===== src/rtl/mem_port_arbiter.sv =====
// Purpose: shares one single-ported word memory between the fetch port and the data port.
// Latency: mem_valid one cycle after grant; done one cycle after mem_ready (or after a timeout abort).
// Backpressure: requesters hold req until done; the memory stalls via mem_ready, with the wait bounded by TIMEOUT_CYCLES.
module mem_port_arbiter #(
    parameter int DATA_PRIORITY  = 1,
    parameter int TIMEOUT_CYCLES = 255
) (
    input  logic        clk,
    input  logic        reset,
    input  logic        if_req,
    input  logic [31:0] if_addr,
    output logic [31:0] if_rdata,
    output logic        if_done,
    input  logic        dm_req,
    input  logic        dm_we,
    input  logic [31:0] dm_addr,
    input  logic [31:0] dm_wdata,
    output logic [31:0] dm_rdata,
    output logic        dm_done,
    output logic        mem_valid,
    output logic        mem_we,
    output logic [31:0] mem_addr,
    output logic [31:0] mem_wdata,
    input  logic        mem_ready,
    input  logic [31:0] mem_rdata,
    output logic        busy,
    output logic        err,
    output logic        err_sticky
);

    typedef enum logic [1:0] {S_IDLE, S_FETCH, S_DATA, S_RESP} state_t;

    localparam logic [15:0] TMO    = 16'(TIMEOUT_CYCLES);
    localparam bit          TMO_EN = (TIMEOUT_CYCLES != 0);
    localparam bit          DPRI   = (DATA_PRIORITY != 0);

    state_t      state_q, state_d;
    logic        last_dm_q, last_dm_d;   // 1 = most recent grant went to the data port
    logic        we_q, we_d;
    logic [31:0] addr_q, addr_d;
    logic [31:0] wdata_q, wdata_d;
    logic        valid_q, valid_d;
    logic [31:0] if_rdata_q, if_rdata_d;
    logic [31:0] dm_rdata_q, dm_rdata_d;
    logic        if_done_q, if_done_d;
    logic        dm_done_q, dm_done_d;
    logic        err_q, err_d;
    logic        sticky_q, sticky_d;
    logic [15:0] wait_q, wait_d;
    logic        grant_dm;
    logic        abort;

    // The byte offset is dropped: the memory is word addressed.
    logic unused_addr_bits;
    assign unused_addr_bits = ^{if_addr[1:0], dm_addr[1:0]};

    // State and datapath registers; reset abandons any in-flight transaction without a done.
    always_ff @(posedge clk) begin
        if (reset) begin
            state_q    <= S_IDLE;
            last_dm_q  <= 1'b1;
            we_q       <= 1'b0;
            addr_q     <= '0;
            wdata_q    <= '0;
            valid_q    <= 1'b0;
            if_rdata_q <= '0;
            dm_rdata_q <= '0;
            if_done_q  <= 1'b0;
            dm_done_q  <= 1'b0;
            err_q      <= 1'b0;
            sticky_q   <= 1'b0;
            wait_q     <= '0;
        end else begin
            state_q    <= state_d;
            last_dm_q  <= last_dm_d;
            we_q       <= we_d;
            addr_q     <= addr_d;
            wdata_q    <= wdata_d;
            valid_q    <= valid_d;
            if_rdata_q <= if_rdata_d;
            dm_rdata_q <= dm_rdata_d;
            if_done_q  <= if_done_d;
            dm_done_q  <= dm_done_d;
            err_q      <= err_d;
            sticky_q   <= sticky_d;
            wait_q     <= wait_d;
        end
    end

    // Arbitration, transaction sequencing and next values of every registered output.
    always_comb begin
        state_d    = state_q;
        last_dm_d  = last_dm_q;
        we_d       = we_q;
        addr_d     = addr_q;
        wdata_d    = wdata_q;
        valid_d    = valid_q;
        if_rdata_d = if_rdata_q;
        dm_rdata_d = dm_rdata_q;
        if_done_d  = 1'b0;
        dm_done_d  = 1'b0;
        err_d      = 1'b0;
        sticky_d   = sticky_q;
        wait_d     = wait_q;
        grant_dm   = 1'b0;
        abort      = 1'b0;

        case (state_q)
            S_IDLE: begin
                // Data wins a tie under fixed priority; otherwise the port not served last.
                grant_dm = dm_req && (!if_req || DPRI || !last_dm_q);
                if (grant_dm) begin
                    state_d   = S_DATA;
                    last_dm_d = 1'b1;
                    we_d      = dm_we;
                    addr_d    = {dm_addr[31:2], 2'b00};
                    wdata_d   = dm_wdata;
                    valid_d   = 1'b1;
                    wait_d    = '0;
                end else if (if_req) begin
                    state_d   = S_FETCH;
                    last_dm_d = 1'b0;
                    we_d      = 1'b0;
                    addr_d    = {if_addr[31:2], 2'b00};
                    wdata_d   = '0;
                    valid_d   = 1'b1;
                    wait_d    = '0;
                end
            end

            S_FETCH, S_DATA: begin
                // A ready memory always completes; the abort only fires on a still-stalled cycle.
                abort = TMO_EN && !mem_ready && (wait_q == TMO);
                if (mem_ready || abort) begin
                    state_d = S_RESP;
                    valid_d = 1'b0;
                    err_d   = abort;
                    if (abort) begin
                        sticky_d = 1'b1;
                    end
                    if (state_q == S_FETCH) begin
                        if_done_d  = 1'b1;
                        if_rdata_d = abort ? 32'h0 : mem_rdata;
                    end else begin
                        dm_done_d = 1'b1;
                        if (!we_q) begin
                            dm_rdata_d = abort ? 32'h0 : mem_rdata;
                        end
                    end
                end else begin
                    wait_d = wait_q + 16'd1;
                end
            end

            S_RESP: begin
                state_d = S_IDLE;
            end

            default: begin
                state_d = S_IDLE;
            end
        endcase
    end

    assign if_rdata   = if_rdata_q;
    assign if_done    = if_done_q;
    assign dm_rdata   = dm_rdata_q;
    assign dm_done    = dm_done_q;
    assign mem_valid  = valid_q;
    assign mem_we     = we_q;
    assign mem_addr   = addr_q;
    assign mem_wdata  = wdata_q;
    assign busy       = (state_q != S_IDLE);
    assign err        = err_q;
    assign err_sticky = sticky_q;

endmodule


===== config.mk =====
export PLATFORM = sky130hd
export DESIGN_NAME = mem_port_arbiter
export DESIGN_NICKNAME = d
export VERILOG_FILES = /design/src/rtl/mem_port_arbiter.sv
export SDC_FILE = /design/constraint.sdc
export NUM_CORES = 1
export LEC_CHECK = 0
export BUFFER_PORTS_ARGS = -buffer_cell sky130_fd_sc_hd__buf_2
export CAP_MARGIN = 5
export CORE_MARGIN = 1
export CORE_UTILIZATION = 45
export DETAILED_ROUTE_END_ITERATION = 8
export PLACE_DENSITY = 0.76
export RECOVER_POWER = 50
export SYNTH_ARGS = -nofsm -noshare
export SYNTH_HDL_FRONTEND = slang
export SYNTH_SLANG_ARGS = --single-unit

===== constraint.sdc =====
create_clock -name clk -period 2.4 [get_ports clk]
set_input_delay 0.24 -clock clk [delete_from_list [all_inputs] [get_ports clk]]
set_output_delay 0.24 -clock clk [all_outputs]
set_load 0.01 [all_outputs]

==> impl_metrics.json, run 1 <==
{
  "status": "completed",
  "netSwitchingFraction_pct": 35.4,
  "power.switching_mw": 2.93,
  "globalRouteMet1Util_pct": 27.5,
  "grt_busiest_layer": "met2",
  "synth.area.mux_share_pct": 5.15,
  "finalHoldViolations": 0,
  "setup-violations-final": 0,
  "syn_area_um2": 5830,
  "seqPwrFrac_pct": 38.6,
  "timing_worst_setup_path_type": "flip-flop to flip-flop",
  "effective_utilization_at_floorplan_pct": 46.2,
  "power_leakage_nw": 3.07,
  "final_antenna_net_count": 0,
  "max_stage_delay_ps": 660,
  "antenna_found_initial": 1,
  "grt.total_usage_pct": 24.9,
  "final_area_um2": 7660,
  "cp.required_ps": 2760,
  "tightestPinTransition_ps": 1090,
  "timing.max_cap.violations": 0,
  "fin_skew_ps": 7.29,
  "report.final.slew_viol_count": 0,
  "wire_length_of_the_first_global_routing_pass_um": 25900,
  "detail_route.wirelength_um": 16900,
  "setup.worst_path.end_class": "flip-flop",
  "seq_area_frac_synth_pct": 51.5,
  "r2r_cells": 4,
  "ir_drop_uv": 655,
  "crit_chain": "or4_1 > o41a_1 > a21boi_2 > a221o_1",
  "synthesis.area_per_instance_um2": 10.4,
  "hold_start": "mem_rdata[30]",
  "final_net_count": 944,
  "dieArea_um2": 13400,
  "use_met2_pct": 43.7,
  "worst_r2r_startpoint": "wait_q[12]$_SDFFE_PP0P_",
  "synth_compound_gate_area_share_pct": 26.5,
  "layout.cells.most_common": "sky130_fd_sc_hd__dfxtp_1",
  "clkLatencyLatePin_ps": 420,
  "crit_path_top_delay_cell": "sky130_fd_sc_hd__or4_1",
  "clock_power_share_pct": 30.4,
  "placementRows": 41,
  "hold-path-endpoint": "dm_rdata[30]$_SDFFE_PP0P_",
  "drt_iter0_drc": 426,
  "combinationalPowerShare_pct": 31.0,
  "finalCritPeriodShare_pct": 93.1,
  "hpwl_um": 12100,
  "most-common-layout-cells": "sky130_fd_sc_hd__dfxtp_1 (150), sky130_fd_sc_hd__clkbuf_1 (132), sky130_fd_sc_hd__buf_2 (130)",
  "synth_enable_flop_cells": 0,
  "timing.rr.end": "wait_q[12]$_SDFFE_PP0P_",
  "synth.lib_cells_used.distinct": 51,
  "netlist_instances": 562,
  "grt.met3_usage_pct": 7.90,
  "cts_num_sinks": 150,
  "worstPathArrival_ps": 2590,
  "gpl.final_weighted_congestion": 0.899,
  "tritoncts": "yes",
  "detailed_place.area_um2": 7270,
  "wire_per_inst_um": 17.1,
  "hold_buffers_post_cts": 0,
  "area.growth.synth_to_final_pct": 31.4,
  "fraction_of_layout_cells_with_a_size_suffix_above_1_pct": 23.7,
  "hold_path_depth": 2,
  "regToRegSetupSlack_ps": 170,
  "grt-ovfl-total": 0,
  "synth_top_family_by_area": "compound AO/OA/AOI/OAI gates",
  "synth-adder-area-share_pct": 0.859,
  "timing.setup.tns_ps": 0,
  "detailedRoute.firstPassIterationCount": 5,
  "pin_count_of_the_biggest_net_entering_global_routing": 68,
  "timing.hold.worst.class": "input port to flip-flop",
  "synth.ff_latch_count": 150,
  "cts_inserted_buffers": 17,
  "synthesis.yosys.warnings": 0,
  "power_per_cell_area_nw_per_um2": 1080,
  "die_x_um": 116,
  "clock_tree.buffer_depth": 2,
  "remaining_design_rule_violation_count": 0,
  "number_of_global_route_vias_before_repair": 5233,
  "num_io_pins": 269,
  "place.port_buffers": 262,
  "num_vias": 5633,
  "clock.fmax_mhz": 448,
  "post_synth_and_or_nand_nor_area_fraction_pct": 10.7,
  "timing.slew.headroom_pct": 27.7,
  "internal_power_mw": 5.33,
  "core_region_area_um2": 12600,
  "cts_htree_levels": 4,
  "vias_per_cell": 5.68,
  "proportion_of_synthesized_flip_flops_having_asynchronous_set_or_reset_pct": 0,
  "clk_pin_slew_ps": 60,
  "largest_fanout_on_the_critical_path": 7,
  "ctsRootBufferMaster": "sky130_fd_sc_hd__clkbuf_16",
  "die_height_um": 116,
  "post-route-min-period_ps": 2230,
  "dominantRegCellSynth": "sky130_fd_sc_hd__dfxtp_1",
  "start_kind": "flip-flop",
  "synth-xor-area-share_pct": 0,
  "unrepaired_setup_endpoints_after_global_routing": "no"
}
-- logic make-up (layout without fill, tap and decap cells) --
kind of cell    after synthesis  in the layout
simple gates                130            130
flops                       150            150
buf+inv                      65            321
fa+ha+maj                     4              4
other cells                   1              3
mux                          30             30
compound gates              182            182
-- flip-flops by register name (all words and copies together) (netlist names) --
register and flops:
dm_rdata 32, if_rdata 32, mem_wdata 32, mem_addr 30, wait_q 16, state_q 2, dm_done 1, err 1
err_sticky 1, if_done 1, mem_valid 1, mem_we 1
-- per-layer routing --
metal  vias up  wire length, µm
li1       2674                -
met1      2676             6550
met2       253             8650
met3        30             1330
met4         0              415
met5         -                0
-- worst max path at each step --
stage,start,endpoint,slack (ps),cells past startpoint
floorplan,wait_q[8]$_SDFFE_PP0P_,dm_rdata[10]$_SDFFE_PP0P_,220,6
global placement,wait_q[12]$_SDFFE_PP0P_,wait_q[11]$_SDFFE_PP0P_,210,5
detailed placement,state_q[0]$_SDFFE_PP0P_,if_rdata[31]$_SDFFE_PP0P_,170,5
CTS,state_q[0]$_SDFFE_PP0P_,if_rdata[31]$_SDFFE_PP0P_,140,5
global route,wait_q[12]$_SDFFE_PP0P_,if_rdata[20]$_SDFFE_PP0P_,40,5
finish,wait_q[12]$_SDFFE_PP0P_,wait_q[12]$_SDFFE_PP0P_,170,4
-- power groups by stage --
stage	registers, mW	clock network [mW]	logic, mW
floorplan	3.40	0	1.50
global placement	3.19	0	2.62
detailed placement	3.21	0	2.69
CTS	3.17	2.57	2.70
global route	3.23	2.68	2.82
finish	3.18	2.51	2.56
-- stage by stage --
step                hold WS (ps)  utilization, %  power [mW]  setup WS (ps)  instances
floorplan                    366               -        4.90            224        563
global placement             452            57.6        5.81            211        959
finish                      45.6            60.7        8.26            166        992
CTS                         23.3            62.1        8.44            142        991
detailed placement           453            57.6        5.90            171        959
global route                33.9            60.7        8.73           44.2        992
-- area by class of cell --
class	instances	area, µm²
Sequential cell	150	3000
Inverter	9	33.8
Multi-Input combinational cell	348	2540
Antenna cell	1	2.50
Clock inverter	14	124
Tap cell	172	215
Fill cell	1146	4960
Clock buffer	18	439
Timing Repair Buffer	280	1300
-- cells in the mapped netlist (2+ instances only) --
library cell                count  area [µm²]
sky130_fd_sc_hd__and3_1         2        12.5
sky130_fd_sc_hd__clkbuf_1      42         158
sky130_fd_sc_hd__nor3b_1        2        15.0
sky130_fd_sc_hd__o22a_1         2        17.5
sky130_fd_sc_hd__o21ai_0        4        20.0
sky130_fd_sc_hd__a311oi_1       2        17.5
sky130_fd_sc_hd__nand2b_1       3        18.8
sky130_fd_sc_hd__buf_4          2        15.0
sky130_fd_sc_hd__nor2_1        74         278
sky130_fd_sc_hd__a211o_1        2        17.5
sky130_fd_sc_hd__buf_1          3        11.3
sky130_fd_sc_hd__a31oi_1        7        43.8
sky130_fd_sc_hd__a211oi_1      34         255
sky130_fd_sc_hd__inv_1          9        33.8
sky130_fd_sc_hd__o41ai_1        4        35.0
sky130_fd_sc_hd__nor2b_1        2        12.5
sky130_fd_sc_hd__o211ai_4       2        42.5
sky130_fd_sc_hd__buf_6          7        78.8
sky130_fd_sc_hd__ha_1           4        50.1
sky130_fd_sc_hd__o211ai_1       2        15.0
sky130_fd_sc_hd__or4_1          4        30.0
sky130_fd_sc_hd__nand3_1        9        45.0
sky130_fd_sc_hd__nor4_1         5        31.3
sky130_fd_sc_hd__or2_2          2        12.5
sky130_fd_sc_hd__o2bb2ai_1      2        17.5
sky130_fd_sc_hd__dfxtp_1      150        3000
sky130_fd_sc_hd__nor3_1         6        30.0
sky130_fd_sc_hd__nand4_1        5        31.3
sky130_fd_sc_hd__mux2i_1       30         300
sky130_fd_sc_hd__a21oi_1        9        45.0
sky130_fd_sc_hd__o22ai_1        2        12.5
sky130_fd_sc_hd__buf_2          2        10.0
sky130_fd_sc_hd__a32o_1        64         641
sky130_fd_sc_hd__o31a_1         2        17.5
sky130_fd_sc_hd__and4_1         3        26.3
sky130_fd_sc_hd__a22oi_1       34         255
sky130_fd_sc_hd__nand2_1       10        37.5
-- worst max-delay path: cells and delay by family (launching register included) --
kind / cells / cell delay [ps]
and+or+nand+nor: 1 / 660
AOI/OAI and AO/OA: 3 / 1160
DFF: 1 / 350
-- what timing repair did --
item                                    CTS  global route
endpoints found under the setup margin    0             9
setup buffers                             0             0
resized for setup                         0             1
Power figures use the tool's default switching activity.
==> run 2, diff against run 1 <==
Settings changed: PLACE_DENSITY 0.76 to unset, PLACE_DENSITY_LB_ADDON set to 0.3.
==> impl_metrics.json, run 2 (synthesis gave the netlist of run 1 again) <==
{
  "status": "completed",
  "cts_num_sinks": 150,
  "max_stage_delay_ps": 710,
  "r2r_cells": 4,
  "drt_iter0_drc": 413,
  "final_antenna_net_count": 0,
  "final_area_um2": 7740,
  "wire_length_of_the_first_global_routing_pass_um": 25700,
  "die_height_um": 116,
  "final.fill_count": 1156,
  "largest_fanout_on_the_critical_path": 7,
  "post-cts-setup-buffer-count": 0,
  "number_of_global_route_vias_before_repair": 5338,
  "die_x_um": 116,
  "clock_power_share_pct": 32.2,
  "layout.cells.most_common": "sky130_fd_sc_hd__dfxtp_1",
  "hold_start": "mem_rdata[8]",
  "clock.fmax_mhz": 433,
  "report.final.slew_viol_count": 0,
  "fraction_of_layout_cells_with_a_size_suffix_above_1_pct": 24.1,
  "dieArea_um2": 13400,
  "cp.required_ps": 2760,
  "timing.hold.ws_ps": 44.7,
  "remaining_design_rule_violation_count": 0,
  "timing_worst_setup_path_type": "flip-flop to flip-flop",
  "clock_tree.buffer_depth": 2,
  "timing.slew.headroom_pct": 54.3,
  "vias_per_cell": 5.64,
  "netSwitchingFraction_pct": 34.1,
  "tritoncts": "yes",
  "detailedRoute.firstPassIterationCount": 5,
  "pin_count_of_the_biggest_net_entering_global_routing": 56,
  "power_consumption_mw": 8.47,
  "internal_power_mw": 5.58,
  "wire_per_inst_um": 17.0,
  "crit_path_top_delay_cell": "sky130_fd_sc_hd__or4_1",
  "place.port_buffers": 262,
  "setup.worst_path.end_class": "flip-flop",
  "area.growth.synth_to_final_pct": 32.9,
  "unrepaired_setup_endpoints_after_global_routing": "no",
  "power_per_cell_area_nw_per_um2": 1090,
  "cts_inserted_buffers": 17,
  "cts_htree_levels": 4,
  "grt-ovfl-total": 0,
  "placementRows": 41,
  "seqPwrFrac_pct": 37.6,
  "hpwl_um": 12000,
  "most-common-layout-cells": "sky130_fd_sc_hd__dfxtp_1 (150), sky130_fd_sc_hd__clkbuf_1 (133), sky130_fd_sc_hd__buf_2 (130)",
  "hold_path_depth": 2,
  "combinationalPowerShare_pct": 30.2,
  "final_net_count": 948,
  "antenna_found_initial": 1,
  "core_region_area_um2": 12600,
  "worstPathArrival_ps": 2670,
  "regToRegSetupSlack_ps": 90,
  "clk_pin_slew_ps": 60,
  "crit_chain": "or4_1 > o41a_1 > a21boi_2 > a221o_1",
  "hold-path-endpoint": "if_rdata[8]$_SDFFE_PP0P_",
  "gpl.final_weighted_congestion": 0.879,
  "ir_drop_uv": 531,
  "finalCritPeriodShare_pct": 96.3,
  "setup-violations-final": 0,
  "ctsRootBufferMaster": "sky130_fd_sc_hd__clkbuf_16",
  "timing.rr.end": "wait_q[12]$_SDFFE_PP0P_",
  "timing.setup.tns_ps": 0,
  "fin_skew_ps": 7.33,
  "effective_utilization_at_floorplan_pct": 46.2,
  "power.switching_mw": 2.89,
  "clkLatencyLatePin_ps": 420,
  "detail_route.wirelength_um": 16900,
  "num_vias": 5612,
  "power_leakage_nw": 3.10,
  "start_kind": "flip-flop",
  "tightestPinTransition_ps": 686,
  "grt.total_usage_pct": 25.0,
  "final_core_util_pct": 61.4,
  "timing.max_cap.violations": 0,
  "timing.hold.worst.class": "input port to flip-flop",
  "finalHoldViolations": 0,
  "worst_r2r_startpoint": "wait_q[11]$_SDFFE_PP0P_",
  "num_io_pins": 269,
  "post-route-min-period_ps": 2310,
  "detailed_place.area_um2": 7280
}
-- run 2: metal layers --
| layer | routed length [µm] | GRT usage, % | up-vias |
|---|---|---|---|
| met3 | 1120 | 8.16 | 26 |
| met2 | 8840 | 43.8 | 243 |
| li1 | - | - | 2676 |
| met4 | 306 | 10.8 | 0 |
| met1 | 6690 | 27.7 | 2667 |
| met5 | 0 | 0 | - |
-- run 2: how the worst max path moves through the flow --
stage	to	start	slack (ps)
final	wait_q[12]$_SDFFE_PP0P_	wait_q[11]$_SDFFE_PP0P_	90
after global routing	wait_q[14]$_SDFFE_PP0P_	wait_q[12]$_SDFFE_PP0P_	30
after CTS	dm_rdata[26]$_SDFFE_PP0P_	state_q[0]$_SDFFE_PP0P_	110
after detailed placement	wait_q[14]$_SDFFE_PP0P_	wait_q[12]$_SDFFE_PP0P_	80
after global placement	wait_q[14]$_SDFFE_PP0P_	wait_q[12]$_SDFFE_PP0P_	60
after floorplan	dm_rdata[10]$_SDFFE_PP0P_	wait_q[8]$_SDFFE_PP0P_	220
-- run 2: power by group through the flow --
stage                     Clock, mW  Combinational [mW]  Sequential (mW)
final                          2.73                2.56             3.18
after global routing           2.91                2.80             3.23
after CTS                      2.78                2.68             3.17
after detailed placement          0                2.67             3.21
after global placement            0                2.58             3.19
after floorplan                   0                1.50             3.40
-- run 2: critical path, delay by kind of cell, from the launching register on --
family / cells / cell delay, ps
simple gates: 1 / 710
compound gates: 3 / 1200
flops: 1 / 340
-- run 2: repair_timing --
item / CTS / global route
cloned: 0 / 0
gates resized for setup: 1 / 3
endpoints found under the setup margin: 1 / 66
hold buffers: 0 / 0
-- run 2: area by class of cell --
| class | count | area [µm²] | share of cell area [%] |
|---|---|---|---|
| sequential | 150 | 3000 | 38.8 |
| inverter | 9 | 33.8 | 0.436 |
| clock buffer | 21 | 470 | 6.07 |
| clock inverter | 10 | 145 | 1.87 |
| antenna | 1 | 2.50 | 0.0323 |
| multi-input combinational | 348 | 2560 | 33.0 |
| timing repair buffer | 284 | 1320 | 17.0 |
| tap | 172 | 215 | 2.78 |
-- run 2: stage by stage --
stage,setup slack (ps),cells
3_5_place_dp,77.7,963
6_report,89.7,995
4_1_cts,114,994
2_1_floorplan,224,563
3_3_place_gp,60.6,963
5_1_grt,25.6,995
==> run 3, diff against run 2 <==
Settings changed: SETUP_SLACK_MARGIN set to 0.4.
==> impl_metrics.json, run 3 (synthesis gave the netlist of run 1 again) <==
{
  "finalHoldViolations": 0,
  "crit_chain": "or4_4 > nor4_4 > buf_4 > o211ai_4 > buf_12 > a32o_1",
  "power_leakage_nw": 3.16,
  "antenna_found_initial": 0,
  "cts_num_sinks": 150,
  "most-common-layout-cells": "sky130_fd_sc_hd__dfxtp_1 (143), sky130_fd_sc_hd__clkbuf_1 (134), sky130_fd_sc_hd__buf_2 (130)",
  "power_consumption_mw": 8.29,
  "clk_pin_slew_ps": 60,
  "timing.setup.tns_ps": 0,
  "hpwl_um": 11700,
  "timing.slew.headroom_pct": 27.6,
  "placementRows": 41,
  "globalRouteMet1Util_pct": 27.3,
  "tritoncts": "yes",
  "grt.met3_usage_pct": 6.85,
  "setup-violations-final": 0,
  "remaining_design_rule_violation_count": 0,
  "worst_r2r_startpoint": "wait_q[14]$_SDFFE_PP0P_",
  "final_antenna_net_count": 0,
  "ctsRootBufferMaster": "sky130_fd_sc_hd__clkbuf_16",
  "final_net_count": 957,
  "start_kind": "flip-flop",
  "clkLatencyLatePin_ps": 410,
  "fin_skew_ps": 8.89,
  "timing.rr.end": "dm_rdata[4]$_SDFFE_PP0P_",
  "detailedRoute.firstPassIterationCount": 5,
  "timing.hold.worst.class": "input port to flip-flop",
  "netSwitchingFraction_pct": 35.6,
  "vias_per_cell": 5.60,
  "cts_inserted_buffers": 17,
  "layout.cells.most_common": "sky130_fd_sc_hd__dfxtp_1",
  "report.final.slew_viol_count": 0,
  "worstPathArrival_ps": 2410,
  "internal_power_mw": 5.34,
  "die_height_um": 116,
  "worst_path_dominant_cell_family": "simple AND/OR/NAND/NOR gates",
  "place.port_buffers": 262,
  "hold_start": "mem_rdata[18]",
  "clock_tree.buffer_depth": 2,
  "area.growth.synth_to_final_pct": 34.7,
  "power.switching_mw": 2.95,
  "max_stage_delay_ps": 570,
  "detail_route.wirelength_um": 16700,
  "grt-ovfl-total": 0,
  "ir_drop_uv": 558,
  "fraction_of_layout_cells_with_a_size_suffix_above_1_pct": 26.9,
  "num_io_pins": 269,
  "r2r_cells": 6,
  "multi_input_area_um2": 2630,
  "use_met2_pct": 41.7,
  "tightestPinTransition_ps": 1080,
  "power_per_cell_area_nw_per_um2": 1060,
  "antenna_diode_count": 0,
  "die_x_um": 116,
  "effective_utilization_at_floorplan_pct": 46.2,
  "core_region_area_um2": 12600,
  "drt_iter0_drc": 413,
  "setup.worst_path.end_class": "flip-flop",
  "hold_path_depth": 2,
  "number_of_global_route_vias_before_repair": 5286,
  "final.fill_count": 1132,
  "grt_busiest_layer": "met2",
  "grt.total_usage_pct": 24.1,
  "storage_cell_area_um2": 3010,
  "crit_path_top_delay_cell": "sky130_fd_sc_hd__or4_4",
  "status": "completed",
  "dieArea_um2": 13400,
  "wire_per_inst_um": 16.7,
  "regToRegSetupSlack_ps": 290,
  "cp.required_ps": 2700,
  "pin_count_of_the_biggest_net_entering_global_routing": 68,
  "unrepaired_setup_endpoints_after_global_routing": "yes",
  "timing_worst_setup_path_type": "flip-flop to flip-flop",
  "gpl.final_weighted_congestion": 0.846,
  "num_vias": 5612,
  "combinationalPowerShare_pct": 32.4,
  "hold-path-endpoint": "if_rdata[18]$_SDFFE_PP0P_",
  "wire_length_of_the_first_global_routing_pass_um": 25200,
  "seqPwrFrac_pct": 38.3,
  "worstPathBufferInverterCount": 2,
  "post-route-min-period_ps": 2110,
  "clock.fmax_mhz": 473,
  "finalCritPeriodShare_pct": 88.1,
  "clock_power_share_pct": 29.3,
  "cts_htree_levels": 4,
  "timing.max_cap.violations": 0,
  "largest_fanout_on_the_critical_path": 32
}
[run 3: cell count changes in the layout (fill, tap and decap cells not counted), moves of 3 or more]
cell and delta:
sky130_fd_sc_hd__dfxtp_1 -7, sky130_fd_sc_hd__clkbuf_8 -3, sky130_fd_sc_hd__dfxtp_2 +6, sky130_fd_sc_hd__buf_4 +6
[run 3: what timing repair did]
item / 4_1_cts / 5_1_grt
hold buffers: 0 / 0
setup endpoints to repair: 82 / 83
gates resized for setup: 14 / 15
pin swaps: 3 / 4
buffers inserted: 10 / 2
[run 3: worst reg2reg max path: stages, from the launching register on]
cell                       delay, ps
sky130_fd_sc_hd__dfxtp_2         340
sky130_fd_sc_hd__or4_4           570
sky130_fd_sc_hd__nor4_4          320
sky130_fd_sc_hd__buf_4           210
sky130_fd_sc_hd__o211ai_4         90
sky130_fd_sc_hd__buf_12          190
sky130_fd_sc_hd__a32o_1          290
[run 3: per-stage QoR]
| step | instance area [µm²] | setup slack [ps] | cells | hold slack (ps) | utilization (%) |
|---|---|---|---|---|---|
| floorplan | 5840 | 227 | 563 | 366 | - |
| global placement | 7280 | 176 | 960 | 445 | 57.7 |
| detailed placement | 7280 | 105 | 960 | 452 | 57.7 |
| CTS | 7950 | 304 | 1000 | 34.6 | 63.0 |
| global route | 7850 | 147 | 1002 | 40.3 | 62.2 |
| finish | 7850 | 286 | 1002 | 50.0 | 62.2 |
[run 3: worst max-delay path by stage]
stage,startpoint,to,depth (start not counted)
after floorplan,wait_q[11]$_SDFFE_PP0P_,dm_rdata[10]$_SDFFE_PP0P_,6
after global placement,wait_q[11]$_SDFFE_PP0P_,if_rdata[3]$_SDFFE_PP0P_,6
after detailed placement,wait_q[11]$_SDFFE_PP0P_,dm_rdata[4]$_SDFFE_PP0P_,6
after CTS,wait_q[15]$_SDFFE_PP0P_,dm_rdata[4]$_SDFFE_PP0P_,6
after global routing,state_q[1]$_SDFFE_PP0P_,mem_addr[3]$_SDFFE_PP0P_,7
final,wait_q[14]$_SDFFE_PP0P_,dm_rdata[4]$_SDFFE_PP0P_,6
[run 3: area by class of cell]
class	instances	area share [%]
multi-input combinational	348	33.5
sequential	150	38.4
clock buffer	19	5.52
inverter	9	0.430
timing repair buffer	293	18.1
tap	172	2.74
clock inverter	11	1.34
[run 3: power groups by stage]
stage / Clock, mW / Sequential, mW / Combinational, mW
after floorplan: 0 / 3.40 / 1.50
after global placement: 0 / 3.19 / 2.61
after CTS: 2.48 / 3.16 / 2.76
after global routing: 2.59 / 3.23 / 2.92
after detailed placement: 0 / 3.21 / 2.70
final: 2.43 / 3.18 / 2.68
[run 3: routing by layer]
| layer | vias to the layer above | share of wire, % |
|---|---|---|
| met5 | - | 0 |
| met4 | 0 | 2.1 |
| met3 | 31 | 7.8 |
| met2 | 266 | 50 |
| met1 | 2631 | 40 |
| li1 | 2684 | - |
